<file path="src/rtl/uart_rx_fifo.sv">
// uart_rx_fifo: 8N1 UART receiver with a small byte FIFO and a valid/ready read port.
// A two-flop synchroniser feeds a start/data/stop FSM. Good bytes are pushed into a
// circular buffer whose pointers carry one extra wrap bit. Framing errors and drops
// caused by a full FIFO are reported as one-cycle pulses.
module uart_rx_fifo #(
   parameter int CLKS_PER_BIT = 104,
   parameter int FIFO_DEPTH   = 4
) (
   input  logic       clk,
   input  logic       rst,
   input  logic       uart_rx_pin,
   output logic [7:0] rx_data,
   output logic       rx_valid,
   input  logic       rx_ready,
   output logic       overflow,
   output logic       frame_err
);

   localparam int TW = $clog2(CLKS_PER_BIT);
   localparam int AW = $clog2(FIFO_DEPTH);
   localparam int PW = AW + 1;
   localparam logic [TW-1:0] BIT_LAST  = TW'(CLKS_PER_BIT - 1);
   localparam logic [TW-1:0] HALF_LAST = TW'(CLKS_PER_BIT / 2 - 1);

   typedef enum logic [2:0] {
      IDLE      = 3'd0,
      START     = 3'd1,
      DATA      = 3'd2,
      STOP      = 3'd3,
      WAIT_IDLE = 3'd4
   } state_t;

   state_t         state;
   logic           sync1;
   logic           rxs;
   logic           rxs_prev;
   logic [TW-1:0]  timer;
   logic [2:0]     bit_idx;
   logic [7:0]     shift;
   logic [PW-1:0]  wr_ptr;
   logic [PW-1:0]  rd_ptr;
   logic [7:0]     mem [FIFO_DEPTH];
   logic           push_s;
   logic           pop_s;
   logic           empty_s;
   logic           full_s;
   logic           wr_en_s;

   // Two-flop synchroniser for the asynchronous pin, plus the previous value for edge detection.
   always_ff @(posedge clk or posedge rst) begin
      if (rst) begin
         sync1    <= 1'b1;
         rxs      <= 1'b1;
         rxs_prev <= 1'b1;
      end else begin
         sync1    <= uart_rx_pin;
         rxs      <= sync1;
         rxs_prev <= rxs;
      end
   end

   // Frame FSM: finds the start edge, samples mid-bit, checks the stop bit, flags framing errors.
   always_ff @(posedge clk or posedge rst) begin
      if (rst) begin
         state     <= IDLE;
         timer     <= '0;
         bit_idx   <= 3'd0;
         shift     <= 8'h00;
         frame_err <= 1'b0;
      end else begin
         frame_err <= 1'b0;
         case (state)
            IDLE: begin
               if (rxs_prev && !rxs) begin
                  timer <= '0;
                  state <= START;
               end
            end
            START: begin
               if (timer == HALF_LAST) begin
                  if (rxs) begin
                     state <= IDLE;
                  end else begin
                     timer   <= '0;
                     bit_idx <= 3'd0;
                     state   <= DATA;
                  end
               end else begin
                  timer <= timer + TW'(1);
               end
            end
            DATA: begin
               if (timer == BIT_LAST) begin
                  timer <= '0;
                  shift <= {rxs, shift[7:1]};
                  if (bit_idx == 3'd7) begin
                     state <= STOP;
                  end else begin
                     bit_idx <= bit_idx + 3'd1;
                  end
               end else begin
                  timer <= timer + TW'(1);
               end
            end
            STOP: begin
               if (timer == BIT_LAST) begin
                  timer <= '0;
                  if (rxs) begin
                     state <= IDLE;
                  end else begin
                     frame_err <= 1'b1;
                     state     <= WAIT_IDLE;
                  end
               end else begin
                  timer <= timer + TW'(1);
               end
            end
            WAIT_IDLE: begin
               if (rxs) begin
                  state <= IDLE;
               end
            end
            default: begin
               state <= IDLE;
            end
         endcase
      end
   end

   // A completed byte is offered to the FIFO on the clock edge that samples a high stop bit.
   always_comb begin
      push_s = 1'b0;
      if ((state == STOP) && (timer == BIT_LAST) && rxs) begin
         push_s = 1'b1;
      end else begin
         push_s = 1'b0;
      end
   end

   assign empty_s = (wr_ptr == rd_ptr);
   assign full_s  = (wr_ptr[AW-1:0] == rd_ptr[AW-1:0]) && (wr_ptr[AW] != rd_ptr[AW]);
   assign pop_s   = !empty_s && rx_ready;
   // A pop in the same cycle frees the slot, so a push into a full FIFO still lands.
   assign wr_en_s = push_s && (!full_s || pop_s);

   // FIFO pointers and the overflow pulse for a byte dropped on a full FIFO.
   always_ff @(posedge clk or posedge rst) begin
      if (rst) begin
         wr_ptr   <= '0;
         rd_ptr   <= '0;
         overflow <= 1'b0;
      end else begin
         overflow <= push_s && full_s && !pop_s;
         if (wr_en_s) begin
            wr_ptr <= wr_ptr + PW'(1);
         end
         if (pop_s) begin
            rd_ptr <= rd_ptr + PW'(1);
         end
      end
   end

   // FIFO storage; contents need no reset because reads are gated by the pointers.
   always_ff @(posedge clk) begin
      if (wr_en_s) begin
         mem[wr_ptr[AW-1:0]] <= shift;
      end
   end

   // Read port: head entry while non-empty, zero otherwise so reset shows 0x00.
   always_comb begin
      rx_valid = !empty_s;
      rx_data  = 8'h00;
      if (!empty_s) begin
         rx_data = mem[rd_ptr[AW-1:0]];
      end else begin
         rx_data = 8'h00;
      end
   end

endmodule

</file>
<file path="config.mk">
export PLATFORM = sky130hd
export DESIGN_NAME = uart_rx_fifo
export DESIGN_NICKNAME = d
export VERILOG_FILES = /design/src/rtl/uart_rx_fifo.sv
export SDC_FILE = /design/constraint.sdc
export NUM_CORES = 1
export LEC_CHECK = 0
export CAP_MARGIN = 15
export CORE_MARGIN = 2
export CORE_UTILIZATION = 60
export DETAILED_ROUTE_END_ITERATION = 7
export DONT_BUFFER_PORTS = 1
export GPL_ROUTABILITY_DRIVEN = 0
export PLACE_DENSITY = 0.76
export SYNTH_ARGS = -nofsm -noshare
export SYNTH_HDL_FRONTEND = slang
export SYNTH_SLANG_ARGS = --single-unit
</file>
<file path="constraint.sdc">
create_clock -name clk -period 2.6 [get_ports clk]
set_input_delay 0.26 -clock clk [delete_from_list [all_inputs] [get_ports clk]]
set_output_delay 0.26 -clock clk [all_outputs]
set_load 0.03 [all_outputs]
</file>
# Yosys cells after proc, flatten, opt, wreduce, memory -nomap -nowiden
# Memory sizes are Yosys's and may differ from the RTL's.
# Index checks and enable logic that the tools add are counted.
# totals
regBits	32
mem_bits_rw	32
in_bits	4
n_memories	1
# memory_table
memory	depth	width	rd	rd_clocked_by_memory_dff	wr	line	source
mem	4	8	1	0	1	42	logic [7:0] mem [FIFO_DEPTH];
# classes
n_addsub	4
eq_ne	19
n_mux	26
reduce_logical	21
# op_table
cell	n
3-bit two-way mux	11
7-bit two-way mux	4
7-bit one-hot mux with 3 select lines	1
2-bit != test (second input constant)	8
3-bit one-hot mux with 5 select lines	1
3-bit by 1-bit adder with 3-bit output (second input constant)	3
1-bit logical AND	8
8-bit two-way mux	1
7-bit by 1-bit adder with 7-bit output (second input constant)	1
7-bit by 6-bit equality test with 1-bit output (second input constant)	1
7-bit equality test (second input constant)	1
3-bit by 2-bit equality test with 1-bit output (second input constant)	2
3-bit equality test (second input constant)	2
1-bit two-way mux	6
3-bit one-hot mux with 2 select lines	1
6-bit AND reduction	1
5-bit AND reduction	1
1-bit zero test	4
3-bit by 1-bit equality test with 1-bit output (second input constant)	1
3-bit equality test	1
3-bit zero test	1
3-bit != test (second input constant)	1
3-bit AND reduction	1
3-bit nonzero test	1
7 further kinds	7

# Logic depth before layout (Yosys ltp)
# Gate-level depths: netlist of run 1.
# logic_depth
ltp_word	7
ltp_mapped	6
depth_no_buf	6

# Least setup slack after synthesis of run 1
# Ideal clock, no wire load.
# synth_timing
path_kind	register to register
start	register timer[0]
end	register bit_idx[0]
arrival_time_ns	2.038
required_time_ns	2.475
setup_slack_ns	0.437
path_stages_with_launch	6
synth_period_minus_slack_ns	2.163
path_cell_list	dfrtp_1 > ha_1 > or3b_4 > or4b_4 > a221o_1 > mux2_4
# synth_between
elab_chain_cells	3
word_cells_on_any_way	5
cone_classes	eq/ne (4); reduce/logical (1)
# synth_rtl
element	line	source
from (decl)	37	logic [TW-1:0] timer;
from (signal assigned)	89	timer <= timer + TW'(1);
from (signal assigned)	102	timer <= timer + TW'(1);
from (signal assigned)	115	timer <= timer + TW'(1);
7-bit equality test / 7-bit by 6-bit equality test with 1-bit output (equally long branches)	93, 80	
2-bit != test (no line)	n/a	
5-bit AND reduction (no line) (*)	n/a	
to (signal assigned)	99	bit_idx <= bit_idx + 3'd1;
to (decl)	38	logic [2:0] bit_idx;
# Mark *: on every way between the ends. The rest lies on a longest branch, timed or not.
# A chain may end at the register's enable or synchronous reset.

# Final worst setup path of run 1
# Ends and elaborated chain as after synthesis.

==> results of run 1 <==
==> sequential cells by signal (all words and copies together) (netlist names) <==
name	cells
frame_err	1
overflow	1
bit_idx	3
shift	8
rxs_prev	1
rxs	1
timer	7
mem	32
sync1	1
rd_ptr	3
state	3
wr_ptr	3
==> routing by layer <==
metal / vias to the layer above / GRT usage (%)
li1: 742 / -
met2: 29 / 30.6
met3: 5 / 6.45
met5: - / 0
met1: 782 / 26.6
met4: 0 / 9.70
==> cells in the mapped netlist, types with 2 or more instances <==
| master | count | share of area [%] |
|---|---|---|
| edfxtp_1 | 32 | 33 |
| dfrtp_1 | 29 | 25 |
| and2_1 | 13 | 2.8 |
| mux2_2 | 11 | 4.3 |
| ha_1 | 8 | 3.5 |
| mux4_2 | 8 | 6.2 |
| inv_1 | 7 | 0.91 |
| nand2_1 | 6 | 0.78 |
| nand3_1 | 6 | 1.0 |
| o21ai_0 | 6 | 1.0 |
| xnor2_1 | 5 | 1.5 |
| a2111oi_0 | 4 | 1.2 |
| a221o_1 | 4 | 1.4 |
| nor3_1 | 4 | 0.69 |
| a21oi_1 | 3 | 0.52 |
| clkbuf_1 | 3 | 0.39 |
| clkbuf_8 | 3 | 1.4 |
| dfstp_2 | 3 | 2.7 |
| a21o_1 | 2 | 0.52 |
| a22o_2 | 2 | 0.69 |
| nand3b_1 | 2 | 0.52 |
| nor4_1 | 2 | 0.43 |
| or2_2 | 2 | 0.43 |
| xor2_1 | 2 | 0.60 |
==> cell usage in the layout (no fill, tap or decap), types with 2 or more instances in the layout <==
cell           count
clkbuf_8           9
clkinv_2           2
nor3_1             4
xor2_1             2
and2_1            13
mux2_2            11
nand3b_1           2
bufinv_16          2
o21ai_0            6
buf_4              5
a22o_2             2
edfxtp_1          32
nand3_1            6
clkbuf_1           3
nor4_1             2
mux4_2             8
inv_1              7
dfrtp_1           29
a21o_1             2
dlygate4sd3_1      2
xnor2_1            5
dfstp_2            3
a2111oi_0          4
a221o_1            4
or2_2              2
ha_1               8
a21oi_1            3
nand2_1            6
==> where the power goes <==
group	leakage, nW	total (mW)	switching (mW)	internal [mW]
Combinational	0.454	0.795	0.451	0.344
Clock	0.104	0.881	0.343	0.538
Sequential	0.732	1.24	0.101	1.14
Total	1.29	2.92	0.895	2.02
==> area by class of cell <==
| class | count | area [sq um] |
|---|---|---|
| clock buffers | 12 | 135 |
| clock inverters | 4 | 70.1 |
| fillers | 348 | 1560 |
| inverters | 7 | 26.3 |
| multi-input cells | 111 | 1010 |
| flip-flops and latches | 64 | 1770 |
| well taps | 54 | 67.6 |
| repair buffers | 7 | 57.6 |
==> cell families after synthesis <==
| family | Yosys count | synth area share [%] |
|---|---|---|
| compound gates | 29 | 7.65 |
| buf+inv | 15 | 4.02 |
| mux | 20 | 11.0 |
| fa+ha+maj | 8 | 3.46 |
| xor+xnor | 7 | 2.12 |
| simple gates | 47 | 10.8 |
| flops | 64 | 61.0 |
==> metrics by stage <==
step | worst slack, ps | util (%) | hold WS (ps) | instances
after CTS | 333 | 66.9 | 110 | 259
after global routing | 191 | 66.9 | 123 | 259
after detailed placement | 331 | 62.1 | 262 | 241
after floorplan | 437 | - | 264 | 190
final | 343 | 66.9 | 115 | 259
after global placement | 389 | 62.1 | 258 | 241
==> repair_timing <==
item / in CTS / in global routing
hold buffers: 2 / 0
hold endpoints to repair: 30 / 0
buffers inserted: 0 / 0
==> worst paths after layout <==
| check | start | end | slack (ps) | cells after the start |
|---|---|---|---|---|
| min in group asynchronous | rst | shift[3] | 460 | 3 |
| worst max register to register | timer[0] | bit_idx[0] | 340 | 5 |
| max in group asynchronous | rst | rxs_prev | 1820 | 3 |
| worst min register to register | sync1 | rxs | 360 | 0 |
| worst min-delay path | rx_ready | rd_ptr[2] | 110 | 2 |
| worst max-delay path | timer[0] | bit_idx[0] | 340 | 5 |
==> qor.csv, run 1 <==
stage;metric;value;unit
clocking;CTS Root Cell;clkbuf_8;
route;Routed WL per cell;18.1;um
outcome;status;finished, final reports clean;
route;antenna-violating nets left;0;
synthesis;Unique masters post-synth;47;
route;via/cell ratio;6.02;
timing;RSZ-0062 raised after global routing;false;
power_and_ir_drop;Final Total Pwr;2.92;mW
timing;Final Cycle Share;86.8;%
route;met3 routed WL;191;um
power_and_ir_drop;largest vdd supply drop;0.605;mV
worst_setup_path;CP required;2810;ps
clocking;CTS tree;done;
synthesis;#FFs+latches synth;64;
timing;Sum Neg Setup Slack;0;ps
clocking;Clk pin slew, worst setup/hold paths;60;ps
worst_setup_path;Worst path top cell family by delay;simple AND/OR/NAND/NOR gates;
timing;min Tclk post-route;2260;ps
floorplanning;I/O Pins;15;
clocking;clk_lat worst skew;330;ps
place;DPL Wire Length;3.21;mm
synthesis;Ys Warns;0;
worst_setup_path;crit path launch type;register;
synthesis;Mean Syn Cell Area;15.2;sq um
worst_setup_path;CP max stage delay;500;ps
floorplanning;starting density of the core;61.7;%
synthesis;ys async rst share;50.0;%
worst_setup_path;Worst setup EP type;register;
clocking;CTS max path bufs;2;
floorplanning;Die Ht;73.5;um
place;I/O Buffers;0;
floorplanning;Core ar.;4690;sq um
route;DRC;0;
grt;largest net degree at the start of global routing;33;
timing;final hold violations;0;
floorplanning;Die W;73.5;um
route;Metal-1 WL;2.18;mm
grt;antenna violations before repair;0;
worst_setup_path;crit path DAT;2460;ps
timing;max-slew violations;0;
synthesis;synthesized cell area;2900;sq um
worst_setup_path;CP max FO;5;
clocking;post-CTS sizing;0;
route;drt first-iter violations;123;
timing;worst-margin pin slew;653;ps
timing;Clock Skew;6.22;ps
clocking;# H-tree levels;3;
route;Via Count;1558;
timing;final setup vio count;0;
synthesis;EDFF count, synth;32;
final_layout;layout cells sized above 1;24.4;%
synthesis;Syn Nets;202;
run;Max Cap Violations;0;
route;final WL;4.68;mm
final_layout;Finished Cell Area;3140;sq um
floorplanning;Core Rows;25;
power_and_ir_drop;Pwr Density;930;nW/um^2
route;met2 WL;2.25;mm
power_and_ir_drop;Leakage;1.29;nW
timing;Worst slew margin;56.2;%
synthesis;sequential share of the synthesized area;61.0;%
clocking;CTS buffer count;9;
worst_setup_path;crit path kind;register to register;
clocking;Clock Sinks;64;
grt;number of global-route vias before repair;1634;
final_layout;Area Growth Syn to Fin;8.29;%
grt;first-pass GRT wire length;7.82;mm
synthesis;Post-synth top flop;edfxtp_1;
floorplanning;Die Area;5400;sq um
worst_setup_path;crit path cell chain;ha_1 > or3b_4 > or4b_4 > a221o_1 > mux2_4;
synthesis;gate count after technology mapping;190;
final_layout;Inserted Diodes;0;
route;DR pass1 iterations;4;
place;Area after DPL;2910;sq um
worst_setup_path;slowest stage cell, crit path;or4b_4;
final_layout;fin nets;212;
worst_setup_path;Buf/Inv on CP;0;
grt;Tot GR Track Use;20.2;%
worst_hold_path;min-delay worst type;primary input to register;
grt;total global routing overflow;0;
route;Top Metal Used;met4;
timing;Achievable Freq;0.443;GHz
Power figures use the tool's default switching activity.
==> inputs of run 2 (changes only) <==
CTS_CLUSTER_DIAMETER = 100   (was unset)
clock period = 2.1 ns   (was 2.6 ns; I/O delays follow)
==> run 2 against run 1 <==
Against the previous run:
- the flow now finishes with violations (negative setup slack)
- register-to-register slack lost 390 ps
- highest routed layer unchanged
- critical path type unchanged
- die area is the same
- largest cell class unchanged
- largest power group unchanged
- sequential share of layout area shrank 2.2 points
- flip-flop and latch count is the same
==> qor.csv, run 2 (synthesis results as in run 1) <==
stage;metric;value;unit
outcome;status;complete, but fails checks;
outcome;failing checks;negative setup slack;
route;antenna-violating nets left;0;
grt;total global routing overflow;0;
place;I/O Buffers;0;
grt;Tot GR Track Use;21.7;%
timing;max-slew violations;0;
clocking;CTS tree;done;
place;dpl ws;-30.7;ps
power_and_ir_drop;Pwr Density;1150;nW/um^2
final_layout;Layout fillers;330;
power_and_ir_drop;Reg power frac;40.6;%
clocking;CTS max path bufs;2;
timing;Clock Skew;5.86;ps
final_layout;Area Growth Syn to Fin;12.8;%
worst_setup_path;CP required;2310;ps
floorplanning;starting density of the core;61.7;%
worst_setup_path;CP max FO;3;
timing;min Tclk post-route;2150;ps
route;final WL;5.17;mm
floorplanning;Die Ht;73.5;um
grt;number of global-route vias before repair;1692;
worst_setup_path;crit path DAT;2360;ps
power_and_ir_drop;largest vdd supply drop;0.602;mV
worst_setup_path;Worst setup EP type;register;
final_layout;max reg flops;32;
worst_setup_path;crit path launch type;register;
run;Max Cap Violations;0;
clocking;# H-tree levels;3;
timing;final hold violations;0;
timing;Achievable Freq;0.466;GHz
floorplanning;Core Rows;25;
route;via/cell ratio;6.14;
floorplanning;I/O Pins;15;
route;Routed WL per cell;18.9;um
timing;worst-margin pin slew;481;ps
power_and_ir_drop;Combinational Power Share;30.7;%
route;Via Count;1681;
floorplanning;Core ar.;4690;sq um
route;drt first-iter violations;115;
route;DRC;0;
power_and_ir_drop;Clock power frac;28.8;%
power_and_ir_drop;Psw;1.16;mW
final_layout;commonest cells after routing, fill and taps aside;edfxtp_1 (32), dfrtp_1 (29), buf_4 (19);
grt;largest net degree at the start of global routing;33;
timing;final setup vio count;2;
timing;Final Cycle Share;102;%
floorplanning;Die W;73.5;um
floorplanning;Die Area;5400;sq um
timing;final worst slack;-45.4;ps
final_layout;most common cell after layout, fill and taps aside;edfxtp_1;
clocking;CTS Root Cell;clkbuf_8;
worst_hold_path;min-delay worst type;primary input to register;
clocking;Clock Sinks;64;
final_layout;Inserted Diodes;0;
worst_setup_path;crit path kind;register to register;
final_layout;layout cells sized above 1;30.5;%
timing;Sum Neg Setup Slack;-57.9;ps
power_and_ir_drop;Pint;2.60;mW
final_layout;fin nets;227;
power_and_ir_drop;sw frac;31.0;%
power_and_ir_drop;Leakage;1.37;nW
place;DPL Wire Length;3.52;mm
timing;RSZ-0062 raised after global routing;true;
route;DR pass1 iterations;4;
clocking;CTS buffer count;9;
clocking;Clk pin slew, worst setup/hold paths;60;ps
grt;antenna violations before repair;0;
timing;Worst slew margin;67.7;%
grt;first-pass GRT wire length;8.34;mm
clocking;clk_lat worst skew;330;ps
run 2: final cells by class:
class / instances / area [sq um] / share of cell area [%]
repair buffers: 22 / 183 / 5.59
inverters: 7 / 26.3 / 0.804
clock inverters: 4 / 68.8 / 2.11
flip-flops and latches: 64 / 1770 / 54.0
clock buffers: 12 / 135 / 4.14
well taps: 54 / 67.6 / 2.07
multi-input cells: 111 / 1020 / 31.3
run 2: power by group through the flow:
stage / clock network [mW] / registers [mW] / logic (mW)
after detailed placement: 0 / 1.54 / 1.12
final: 1.08 / 1.52 / 1.15
after CTS: 1.10 / 1.52 / 1.13
after global routing: 1.16 / 1.54 / 1.26
after global placement: 0 / 1.53 / 1.06
after floorplan: 0 / 1.51 / 0.913
run 2: final timing paths:
path | start | end | slack, ps | depth (start not counted)
min reg2reg | sync1 | rxs | 360 | 0
max reg2reg | timer[0] | bit_idx[0] | -50 | 5
min | rx_ready | rd_ptr[2] | 70 | 2
min in group asynchronous | rst | shift[5] | 420 | 3
max | timer[0] | bit_idx[0] | -50 | 5
max in group asynchronous | rst | rxs_prev | 1340 | 3
run 2: metrics by stage:
step                power, mW  util, %  std cells  cell area [sq um]  hold slack (ps)
floorplan                2.43        -        190               2900              214
global placement         2.59     64.5        254               3020              209
detailed placement       2.67     64.5        254               3020              215
CTS                      3.75     69.2        272               3250             57.4
global route             3.95     69.6        274               3270             88.1
finish                   3.76     69.6        274               3270             66.1
run 2: critical path, stage by stage, from the launching register on:
cell	delay [ps]
dfrtp_1	360
ha_2	180
or3b_4	370
or4b_4	500
a221o_1	350
mux2_4	270
run 2: repair_timing:
item / in CTS / in global routing
setup endpoints to repair: 1 / 32
pin swaps: 0 / 3
setup buffers: 0 / 2
resized for setup: 0 / 2
endpoints found under the hold margin: 30 / 0
hold buffers: 2 / 0
run 2: routing by layer:
layer | track usage [%] | share of wire [%]
met3 | 4.94 | 3.7
met1 | 29.1 | 45
met4 | 12.1 | 2.2
met5 | 0 | 0
met2 | 32.9 | 49
==> inputs of run 3 (changes only) <==
PLACE_DENSITY = 0.8   (was 0.76)
==> run 3 against run 2 <==
Against the previous run:
- the flow still finishes with violations (negative setup slack)
- utilization is 0.45 points higher
- total power is 4.3% lower
- count of clock-buffer cells in the layout is 1 higher
- clock power is 15% lower
- fmax is 1.4% higher
- hold slack worse by 6.7 ps
- via count is 1.1% lower
- design area is 0.65% higher
- first-iteration DRC count is 11% higher
- die area stayed put
- highest routed layer unchanged
==> qor.csv, run 3 (synthesis results as in run 1) <==
stage;metric;value;unit
timing;Worst slew margin;72.0;%
timing;worst-margin pin slew;409;ps
power_and_ir_drop;Leakage;1.38;nW
floorplanning;Die W;73.5;um
worst_setup_path;crit path launch type;register;
grt;number of global-route vias before repair;1684;
timing;Achievable Freq;0.473;GHz
floorplanning;Core Rows;25;
floorplanning;Die Area;5400;sq um
timing;final hold violations;0;
worst_setup_path;Worst setup EP type;register;
worst_setup_path;crit path from;timer[0];
grt;first-pass GRT wire length;8.07;mm
place;Area after DPL;3060;sq um
worst_setup_path;crit path kind;register to register;
final_layout;Inserted Diodes;0;
final_layout;most common cell after layout, fill and taps aside;edfxtp_1;
timing;Clock Skew;11.1;ps
worst_setup_path;CP required;2320;ps
worst_hold_path;min-delay worst type;primary input to register;
route;antenna-violating nets left;0;
timing;max-slew violations;0;
clocking;# H-tree levels;3;
final_layout;max reg flops;32;
worst_setup_path;flop-to-flop setup slack;-20;ps
final_layout;post-layout util;70.1;%
worst_setup_path;crit path DAT;2340;ps
grt;Tot GR Track Use;20.5;%
floorplanning;Core ar.;4690;sq um
final_layout;register area;1770;sq um
final_layout;commonest cells after routing, fill and taps aside;edfxtp_1 (32), dfrtp_1 (29), buf_4 (24);
grt;largest net degree at the start of global routing;33;
place;DPL Wire Length;3.35;mm
worst_setup_path;Crit Reg-Reg Startpoint;timer[0];
final_layout;fin nets;232;
route;DRC;0;
worst_setup_path;worst flop-to-flop path endpoint;bit_idx[0];
floorplanning;starting density of the core;61.7;%
timing;final setup vio count;1;
timing;Final Cycle Share;101;%
power_and_ir_drop;largest vdd supply drop;0.598;mV
worst_setup_path;R2R depth;5;
grt;total global routing overflow;0;
final_layout;Finished Cell Area;3290;sq um
final_layout;Layout fillers;297;
outcome;status;complete, but fails checks;
clocking;CTS max path bufs;2;
place;I/O Buffers;0;
grt;antenna violations before repair;0;
timing;RSZ-0062 raised after global routing;true;
outcome;failing checks;negative setup slack;
route;final WL;4.86;mm
timing;min Tclk post-route;2120;ps
final_layout;Multi-input gate area;1030;sq um
clocking;Clk pin slew, worst setup/hold paths;60;ps
clocking;Clock Sinks;64;
worst_setup_path;CP Capture Point;bit_idx[0];
clocking;CTS Root Cell;clkbuf_8;
power_and_ir_drop;Pwr Density;1090;nW/um^2
floorplanning;Die Ht;73.5;um
clocking;CTS buffer count;9;
clocking;clk_lat worst skew;340;ps
route;Via Count;1663;
route;via/cell ratio;5.96;
route;DR pass1 iterations;4;
clocking;CTS tree;done;
worst_setup_path;CP max FO;3;
run;Max Cap Violations;0;
route;Routed WL per cell;17.4;um
timing;final worst slack;-16.0;ps
final_layout;layout cells sized above 1;33.3;%
route;drt first-iter violations;128;
floorplanning;I/O Pins;15;
final_layout;Area Growth Syn to Fin;13.5;%
==> run 3: changes by cell type in the layout (fill, tap and decap cells not counted), sizes merged <==
| cell | previous run | this run |
|---|---|---|
| clkbuf | 12 | 13 |
| clkinvlp | 0 | 1 |
| buf | 20 | 25 |
| bufinv | 2 | 0 |
==> run 3: how the worst min path moves through the flow <==
stage / slack, ps / endpoint / from / cells past startpoint
2_1_floorplan: 210 / sync1 / uart_rx_pin / 0
3_3_place_gp: 210 / shift[5] / rst / 2
3_5_place_dp: 210 / shift[5] / rst / 2
4_1_cts: 50 / rd_ptr[2] / rx_ready / 2
5_1_grt: 50 / rd_ptr[2] / rx_ready / 2
6_report: 60 / rd_ptr[2] / rx_ready / 2
==> run 3: cell type report <==
type	instances	area share [%]
clock inverters	3	0.533
repair buffers	27	6.70
well taps	54	2.05
clock buffers	13	4.83
inverters	7	0.799
multi-input cells	111	31.4
flip-flops and latches	64	53.7
==> run 3: what timing repair did <==
action / in CTS / in global routing
pin swaps: 0 / 2
buffers inserted: 0 / 2
endpoints found under the setup margin: 1 / 30
gates resized for setup: 0 / 4
hold buffers: 2 / 0
hold endpoints to repair: 30 / 0
==> run 3: routing by layer <==
layer  GRT usage [%]  routed length (um)  share of wire [%]
met4            9.09                  97                2.0
met2            31.7                2430                 50
met5               0                   0                  0
met1            26.3                2140                 44
met3            7.13                 199                4.1
==> run 3: report_power, final <==
group | internal [mW] | total, mW | switching [mW]
Sequential | 1.41 | 1.51 | 0.0912
Combinational | 0.537 | 1.17 | 0.634
Clock | 0.489 | 0.918 | 0.429
==> run 3: per-stage QoR <==
| step | hold slack, ps | worst slack (ps) | TNS (ps) | power (mW) | std cells |
|---|---|---|---|---|---|
| after floorplan | 214 | -23.3 | -23.3 | 2.43 | 190 |
| after global placement | 208 | 28.0 | 0 | 2.60 | 259 |
| after detailed placement | 214 | -20.6 | -20.6 | 2.66 | 259 |
| after CTS | 46.6 | -19.8 | -19.8 | 3.59 | 277 |
| after global routing | 52.3 | -82.5 | -860 | 3.79 | 279 |
| final | 59.4 | -16.0 | -16.0 | 3.60 | 279 |
==> run 3: worst max-delay path, stage by stage (launching register included) <==
cell	delay, ps
dfrtp_1	350
ha_2	180
or3b_4	380
or4b_4	490
a221o_1	340
mux2_4	270
